===== src/rtl/ll_multi_fifo.sv =====
// ll_multi_fifo: NUM_FIFOS logical FIFOs sharing one DEPTH-entry data memory.
// Each entry carries a next-pointer. Every FIFO is a singly linked list, and
// the free entries form one more linked list through the same next-pointers.
// Push and pop may be accepted in the same cycle. When the memory is full,
// a push can reuse the entry that a simultaneous pop releases.
module ll_multi_fifo #(
  parameter int WIDTH     = 8,
  parameter int DEPTH     = 8,
  parameter int NUM_FIFOS = 4,
  parameter int PTR_W     = $clog2(DEPTH),
  parameter int SEL_W     = $clog2(NUM_FIFOS),
  parameter int CNT_W     = $clog2(DEPTH + 1)
) (
  input  logic                       clk,
  input  logic                       rst,
  input  logic                       push_en,
  input  logic [SEL_W-1:0]           push_sel,
  input  logic [WIDTH-1:0]           data_in,
  input  logic                       pop_en,
  input  logic [SEL_W-1:0]           pop_sel,
  output logic                       full,
  output logic [NUM_FIFOS-1:0]       empty,
  output logic [NUM_FIFOS*CNT_W-1:0] count,
  output logic [CNT_W-1:0]           free_cnt,
  output logic [WIDTH-1:0]           data_out,
  output logic                       out_valid,
  output logic                       err
);

  logic [WIDTH-1:0] mem_q       [DEPTH];
  logic [WIDTH-1:0] mem_d       [DEPTH];
  logic [PTR_W-1:0] nxt_q       [DEPTH];
  logic [PTR_W-1:0] nxt_d       [DEPTH];
  logic [PTR_W-1:0] head_q      [NUM_FIFOS];
  logic [PTR_W-1:0] head_d      [NUM_FIFOS];
  logic [PTR_W-1:0] tail_q      [NUM_FIFOS];
  logic [PTR_W-1:0] tail_d      [NUM_FIFOS];
  logic [CNT_W-1:0] cnt_q       [NUM_FIFOS];
  logic [CNT_W-1:0] cnt_d       [NUM_FIFOS];
  logic [PTR_W-1:0] free_head_q, free_head_d;
  logic [PTR_W-1:0] free_tail_q, free_tail_d;
  logic [CNT_W-1:0] free_cnt_q,  free_cnt_d;
  logic [WIDTH-1:0] data_out_q,  data_out_d;
  logic             out_valid_q, out_valid_d;
  logic             err_q,       err_d;

  logic             push_in_range;
  logic             pop_in_range;
  logic             mem_full;
  logic             pa;
  logic             ua;
  logic             reuse;
  logic             take_free;
  logic             give_free;
  logic [PTR_W-1:0] freed;
  logic [PTR_W-1:0] target;

  // Decide which requests are accepted, judged only on the state before the edge.
  always_comb begin
    push_in_range = ({1'b0, push_sel} < (SEL_W + 1)'(NUM_FIFOS));
    pop_in_range  = ({1'b0, pop_sel} < (SEL_W + 1)'(NUM_FIFOS));
    mem_full      = (free_cnt_q == {CNT_W{1'b0}});
    pa            = pop_en & pop_in_range & (cnt_q[pop_sel] != {CNT_W{1'b0}});
    ua            = push_en & push_in_range & (~mem_full | pa);
    freed         = head_q[pop_sel];
    // With no free entry, a push may only go into the entry the pop just released.
    reuse         = ua & pa & mem_full;
    target        = reuse ? freed : free_head_q;
    take_free     = ua & ~reuse;
    give_free     = pa & ~reuse;
  end

  // Compute the next list, memory and output state from the accepted requests.
  always_comb begin
    mem_d       = mem_q;
    nxt_d       = nxt_q;
    head_d      = head_q;
    tail_d      = tail_q;
    cnt_d       = cnt_q;
    free_head_d = free_head_q;
    free_tail_d = free_tail_q;
    free_cnt_d  = free_cnt_q;

    // The pop side goes first, so that a push to the same FIFO can override head.
    if (pa) begin
      head_d[pop_sel] = nxt_q[freed];
      cnt_d[pop_sel]  = cnt_d[pop_sel] - CNT_W'(1);
    end else begin
      head_d[pop_sel] = head_d[pop_sel];
    end

    if (ua) begin
      mem_d[target] = data_in;
      if (cnt_q[push_sel] == {CNT_W{1'b0}}) begin
        head_d[push_sel] = target;
      end else begin
        nxt_d[tail_q[push_sel]] = target;
      end
      tail_d[push_sel] = target;
      cnt_d[push_sel]  = cnt_d[push_sel] + CNT_W'(1);
      // A single-entry FIFO popped and pushed together now holds only the new entry.
      if (pa && (pop_sel == push_sel) && (cnt_q[push_sel] == CNT_W'(1))) begin
        head_d[push_sel] = target;
      end else begin
        head_d[push_sel] = head_d[push_sel];
      end
    end else begin
      mem_d[target] = mem_d[target];
    end

    // Free list maintenance: take from the head, append released entries at the tail.
    case ({take_free, give_free})
      2'b10: begin
        free_head_d = nxt_q[free_head_q];
        free_cnt_d  = free_cnt_q - CNT_W'(1);
      end
      2'b01: begin
        if (free_cnt_q == {CNT_W{1'b0}}) begin
          free_head_d = freed;
        end else begin
          nxt_d[free_tail_q] = freed;
        end
        free_tail_d = freed;
        free_cnt_d  = free_cnt_q + CNT_W'(1);
      end
      2'b11: begin
        if (free_cnt_q == CNT_W'(1)) begin
          free_head_d = freed;
        end else begin
          free_head_d        = nxt_q[free_head_q];
          nxt_d[free_tail_q] = freed;
        end
        free_tail_d = freed;
      end
      default: begin
        free_cnt_d = free_cnt_q;
      end
    endcase

    data_out_d  = pa ? mem_q[freed] : data_out_q;
    out_valid_d = pa;
    err_d       = err_q | (push_en & ~ua) | (pop_en & ~pa);
  end

  // State registers; reset chains every entry into the free list in index order.
  always_ff @(posedge clk) begin
    if (rst) begin
      for (int i = 0; i < DEPTH; i++) begin
        mem_q[i] <= {WIDTH{1'b0}};
        nxt_q[i] <= PTR_W'(i + 1);
      end
      for (int f = 0; f < NUM_FIFOS; f++) begin
        head_q[f] <= {PTR_W{1'b0}};
        tail_q[f] <= {PTR_W{1'b0}};
        cnt_q[f]  <= {CNT_W{1'b0}};
      end
      free_head_q <= {PTR_W{1'b0}};
      free_tail_q <= PTR_W'(DEPTH - 1);
      free_cnt_q  <= CNT_W'(DEPTH);
      data_out_q  <= {WIDTH{1'b0}};
      out_valid_q <= 1'b0;
      err_q       <= 1'b0;
    end else begin
      mem_q       <= mem_d;
      nxt_q       <= nxt_d;
      head_q      <= head_d;
      tail_q      <= tail_d;
      cnt_q       <= cnt_d;
      free_head_q <= free_head_d;
      free_tail_q <= free_tail_d;
      free_cnt_q  <= free_cnt_d;
      data_out_q  <= data_out_d;
      out_valid_q <= out_valid_d;
      err_q       <= err_d;
    end
  end

  // Every output is a register or a simple decode of registers.
  always_comb begin
    for (int f = 0; f < NUM_FIFOS; f++) begin
      count[CNT_W*f +: CNT_W] = cnt_q[f];
      empty[f]                = (cnt_q[f] == {CNT_W{1'b0}});
    end
    full      = (free_cnt_q == {CNT_W{1'b0}});
    free_cnt  = free_cnt_q;
    data_out  = data_out_q;
    out_valid = out_valid_q;
    err       = err_q;
  end

endmodule


===== config.mk =====
export PLATFORM = sky130hd
export DESIGN_NAME = ll_multi_fifo
export DESIGN_NICKNAME = d
export VERILOG_FILES = /design/src/rtl/ll_multi_fifo.sv
export SDC_FILE = /design/constraint.sdc
export NUM_CORES = 1
export LEC_CHECK = 0
export BUFFER_PORTS_ARGS = -buffer_cell sky130_fd_sc_hd__buf_2
export CORE_MARGIN = 2
export CORE_UTILIZATION = 27
export CTS_CLUSTER_DIAMETER = 80
export DETAILED_ROUTE_END_ITERATION = 10
export SETUP_SLACK_MARGIN = 0.3
export SYNTH_ARGS = -nofsm -noshare
export SYNTH_HDL_FRONTEND = slang
export SYNTH_SLANG_ARGS = --single-unit

===== constraint.sdc =====
create_clock -name clk -period 13.6 [get_ports clk]
set_input_delay 2.72 -clock clk [delete_from_list [all_inputs] [get_ports clk]]
set_output_delay 2.72 -clock clk [all_outputs]
set_load 0.02 [all_outputs]

; After elaboration in Yosys (flattened, before gate mapping)
; Cells that the tools add are included.
[word_totals]
register_bits = 148
input_bits = 16
output_inout_bits = 35
elab_cells = 171
[op_classes]
add_sub_neg = 4
magnitude_cmp = 12
eq_ne = 7
muxes = 74
bitwise_logic = 22
n_reduce_logical = 18
[ops]
columns = cell, n
row1 = $bwmux W64, 2
row2 = $mux W24, 4
row3 = $bwmux W12, 6
row4 = $mux W64, 1
row5 = $mux W12, 5
row6 = $mux W3, 17
row7 = $bmux W8 S3, 2
row8 = $bwmux W24, 2
row9 = $pmux W24 S2, 1
row10 = $mux W8, 5
row11 = $bwmux W16, 2
row12 = $mux W16, 2
row13 = $mux W4, 8
row14 = $bmux W4 S2, 3
row15 = $demux W8 S3, 1
row16 = $logic_not A4 Y1, 6
row17 = $ge A4 B4 Y1 const B, 5
row18 = $not A3 Y4, 5
row19 = $bmux W3 S2, 3
row20 = $bmux W3 S3, 2
row21 = $demux W3 S3, 2
row22 = $demux W4 S2, 2
row23 = $demux W3 S2, 2
row24 = $lt A4 B1 Y1 const B, 3
row25 = 21 further kinds, 46

; Longest topological paths before layout
[depth]
ltp_word = 20
mapped_depth = 19

; Worst setup path after synthesis
; OpenSTA, ideal clock, no wires.
[synth_timing]
path_type = in2reg
start = input pop_sel[0]
end = register nxt_q[21] (netlist bit)
t_arrival_ns = 6.072
required_ns = 13.480
path_slack_ns = 7.409
stages = 18
cell_sequence = buf_4 -> buf_2 -> mux4_2 -> inv_1 -> ha_1 -> nor2b_1 -> a31oi_1 -> buf_4 -> buf_2 -> nand3_1 -> inv_1 -> ha_1 -> nand3_1 -> and3_1 -> clkbuf_1 -> clkbuf_1 -> a21oi_1 -> a211o_1
[synth_via]
elab_chain_len = 17
word_cells_on_any_way = 26
[synth_lines]
columns = element, line_no
row1 = start: declaration, 20  ; input logic [SEL_W-1:0] pop_sel,
row2 = $not A2 Y3 (implied by the code) (*), "63, 65"
row3 = $bmux W4 S2, 63  ; pa = pop_en & pop_in_range & (cnt_q[pop_sel] != {CNT_W{1'b0}});
row4 = $mux W4 (implied by the code) (2 in a row), 63
row5 = $reduce_bool A4 Y1, 63
row6 = $and A1 B1 Y1, 63
row7 = $or A1 B1 Y1, 64  ; ua = push_en & push_in_range & (~mem_full | pa);
row8 = $and A1 B1 Y1, 64
row9 = $and A1 B1 Y1 (2 in a row), 67  ; reuse = ua & pa & mem_full;
row10 = $mux W3, 68  ; target = reuse ? freed : free_head_q;
row11 = $bwmux W24, 97  ; nxt_d[tail_q[push_sel]] = target;
row12 = $mux W24, 94  ; if (cnt_q[push_sel] == {CNT_W{1'b0}}) begin
row13 = $mux W24, 92  ; if (ua) begin
row14 = $bwmux W24, "121, 131"
row15 = $mux W24 (on tied branches), "127, 118"
row16 = $pmux W24 S2 (*), 112  ; case ({take_free, give_free})
row17 = end signal: indexed assignment, 150  ; nxt_q[i] <= PTR_W'(i + 1);
row18 = end signal: assignment, 165  ; nxt_q <= nxt_d;
row19 = end: declaration, 32  ; logic [PTR_W-1:0] nxt_q [DEPTH];
; Mark *: on every way between the ends. The rest lies on a longest branch, timed or not. The select of a mux whose other input is x is not followed.
; A chain may end at the register's enable or synchronous reset.

; Worst setup path after layout
[layout_timing]
start = input pop_sel[1]
end = register mem_q[55] (netlist bit)
[layout_via]
elab_chain_len = 18
word_cells_on_any_way = 26
[layout_lines]
columns = element, line_no
row1 = $not A2 Y3 (implied by the code) (*), "63, 65"
row2 = $bmux W4 S2, 63
row3 = $mux W4 (implied by the code) (2 in a row), 63
row4 = $reduce_bool A4 Y1, 63
row5 = $and A1 B1 Y1, 63
row6 = $or A1 B1 Y1, 64
row7 = $and A1 B1 Y1, 64
row8 = $and A1 B1 Y1 (2 in a row), 67
row9 = $mux W3, 68
row10 = $not A3 Y4 (implied by the code), "93, 108"
row11 = $ge A4 B4 Y1 (implied by the code) or $lt A4 B1 Y1 (tied branches), "93, 108"
row12 = $logic_and A1 B1 Y1 (implied by the code), "93, 108"
row13 = $mux W8 (implied by the code), "93, 108"
row14 = $demux W8 S3, "93, 108"
row15 = $bwmux W64 (on tied branches), "108, 93"
row16 = $mux W64 (*), 92
row17 = end signal: indexed assignment, 149  ; mem_q[i] <= {WIDTH{1'b0}};
row18 = end signal: assignment, 164  ; mem_q <= mem_d;
row19 = end: declaration, 30  ; logic [WIDTH-1:0] mem_q [DEPTH];
; Marks and branches as above.

==> impl_metrics.json <==
{
  "status": "complete, no violations",
  "p_int_mw": 1.03,
  "cts_resized": 0,
  "synth_seq_cells": 148,
  "cp-start-kind": "input port",
  "finClkSkew_ps": 14.1,
  "grt_pass1_wl_um": 48000,
  "vias_per_cell": 5.56,
  "clk_latency_ps": 430,
  "syn_area_per_cell_um2": 8.41,
  "syn_nets": 1135,
  "grt.overflow.total": 0,
  "antenna_left": 0,
  "drc": 0,
  "cts-root-buf": "clkbuf_16",
  "grt_pass1_vias": 8370,
  "grt_max_degree": 83,
  "io_buffers": 50,
  "core_um2": 34400,
  "ir_drop_mv": 0.0781,
  "drive_gt1_frac": 0.169,
  "fillers": 3670,
  "dr.first_iter.drc_count": 1092,
  "clockBufferDepth": 2,
  "numCtsBuffers": 17,
  "antenna_found_initial": 0,
  "endpoint_kind": "flip-flop",
  "finalPower_mw": 1.70,
  "power_frac_clock": 0.305,
  "dr.max_layer_used": "met4",
  "hpwl_um": 20700,
  "synthFlopType": "dfxtp_1",
  "timing.hold.ws_ps": 467,
  "wl_met1_um": 13400,
  "maxCapViolations": 0,
  "async_flop_share": 0,
  "dr.pass1.iters": 5,
  "rsz0062_at_grt": "false",
  "yosysWarnings": 0,
  "netlist_area_um2": 9360,
  "synth_edf_count": 0,
  "antenna_cells": 0,
  "cp_data_required_time_ps": 13870,
  "p_per_area_nw_per_um2": 161,
  "met2_wirelength_um": 13800,
  "syn_to_final_growth_pct": 13.0,
  "drt_wl_total_um": 30800,
  "synth_cells": 1113,
  "dieArea_um2": 36200,
  "synth_cell_types": 82,
  "die_w_um": 190,
  "hold_class": "flip-flop to flip-flop",
  "num_vias": 8776,
  "critPathKind": "input port to flip-flop",
  "crit_arrival_ps": 7010,
  "cts_tree": "yes",
  "fmax_mhz": 148,
  "pwr-share-seq": 0.337,
  "pre_cts_ws_ps": 6520,
  "wl_per_cell_um": 19.5,
  "die_y_um": 190,
  "gp_congestion": 0.825,
  "leakage_nw": 3.85,
  "seq_area_um2": 2960,
  "io_pins": 51,
  "final_common_cell": "dfxtp_1",
  "layout_common_cells": "dfxtp_1 (148), nor2_1 (132), nand2_1 (129)",
  "cts_hold_buf": 0,
  "h-tree-depth": 4,
  "worstPathMaxFanout": 21,
  "relSlewSlack": 0.299,
  "p_sw_mw": 0.669,
  "timing.final.hold_violations": 0,
  "initial_core_util": 0.272,
  "fin_crit_ps": 6740,
  "fp-row-count": 68,
  "post_cts_buffers": 0,
  "period_share": 0.495,
  "combPwrFrac": 0.358,
  "path_clk_slew_ps": 70,
  "wl_met3_um": 2660,
  "worst_slack_ps": 6860,
  "switching_share": 0.393,
  "worstMarginPinSlew_ps": 1050,
  "multiInputGateArea_um2": 5960,
  "setup_viol": 0,
  "slew_viol_final": 0,
  "nets": 1131,
  "gr-usage-all-layers": 0.170,
  "setup_tns_ps": 0,
  "yosysSeqAreaShare": 0.317,
  "cts_sinks": 148
}
registers in the layout (all words and copies together) (netlist names):
name,flops
free_cnt,4
nxt_q,24
free_tail_q,3
head_q,12
count,16
data_out,8
out_valid,1
free_head_q,3
tail_q,12
err,1
mem_q,64
power groups by stage:
stage | combinational (mW) | sequential [mW] | clock (mW)
after detailed placement | 0.602 | 0.581 | 0
after floorplan | 0.447 | 0.568 | 0
final | 0.610 | 0.574 | 0.519
after global placement | 0.596 | 0.580 | 0
after CTS | 0.605 | 0.572 | 0.526
after global routing | 0.666 | 0.583 | 0.545
metal layers:
| layer | global-route usage | up-vias |
|---|---|---|
| met3 | 0.0397 | 63 |
| met1 | 0.225 | 4162 |
| li1 | - | 4137 |
| met2 | 0.265 | 414 |
| met5 | 0 | - |
| met4 | 0.0710 | 0 |
final cells by class:
class,instances,share of cell area
multi-input cells,856,0.564
flip-flops and latches,148,0.280
well taps,455,0.0538
clock buffers,17,0.0402
repair buffers,66,0.0353
clock inverters,15,0.0196
inverters,20,0.00710
cells in the mapped netlist, types with 9 or more instances:
cell | instances | area [µm²]
dfxtp_1 | 148 | 2960
a21oi_1 | 102 | 510
buf_2 | 20 | 100
nor2b_1 | 9 | 56.3
nand2_1 | 129 | 484
nor3_1 | 13 | 65.1
inv_1 | 19 | 71.3
a311oi_1 | 19 | 166
a21o_1 | 17 | 128
a22oi_1 | 13 | 97.6
a31oi_1 | 10 | 62.6
mux2i_1 | 55 | 551
o21ai_0 | 62 | 310
clkbuf_1 | 58 | 218
nor2_1 | 132 | 495
nand3_1 | 23 | 115
mux4_2 | 36 | 811
a211oi_1 | 33 | 248
nand2b_1 | 17 | 106
mux2_2 | 20 | 225
kinds of logic after synthesis:
group / Yosys count / share of synthesized area
compound gates: 343 / 0.254
xor+xnor: 11 / 0.0103
fa+ha+maj: 6 / 0.00802
buf+inv: 109 / 0.0504
flops: 148 / 0.317
mux: 114 / 0.174
simple gates: 382 / 0.187
critical path: stages:
cell      delay [ps]
buf_2            370
mux4_2           370
inv_1             80
ha_1             220
nand2_1          160
o31a_1           570
nand2_2          410
a21oi_2          900
mux2_2           420
o32a_1           320
a32oi_4          340
a211oi_1         120
path summary, 6_finish.rpt:
| path | depth (start not counted) | end | slack (ps) | startpoint |
|---|---|---|---|---|
| max | 12 | mem_q[55]$_SDFFE_PP0N_ | 6860 | pop_sel[1] |
| min | 2 | mem_q[13]$_SDFFE_PP0N_ | 470 | mem_q[13]$_SDFFE_PP0N_ |
| max reg2reg | 11 | mem_q[55]$_SDFFE_PP0N_ | 9090 | count[12]$_SDFF_PP0_ |
| min reg2reg | 2 | mem_q[13]$_SDFFE_PP0N_ | 470 | mem_q[13]$_SDFFE_PP0N_ |
stage by stage:
stage               area [µm²]   util  std cells
floorplan                 9360      -       1113
global placement          9940  0.289       1545
detailed placement        9940  0.289       1545
CTS                      10600  0.308       1577
global route             10600  0.308       1577
finish                   10600  0.308       1577
No activity file was read; power rests on OpenSTA's default activity.
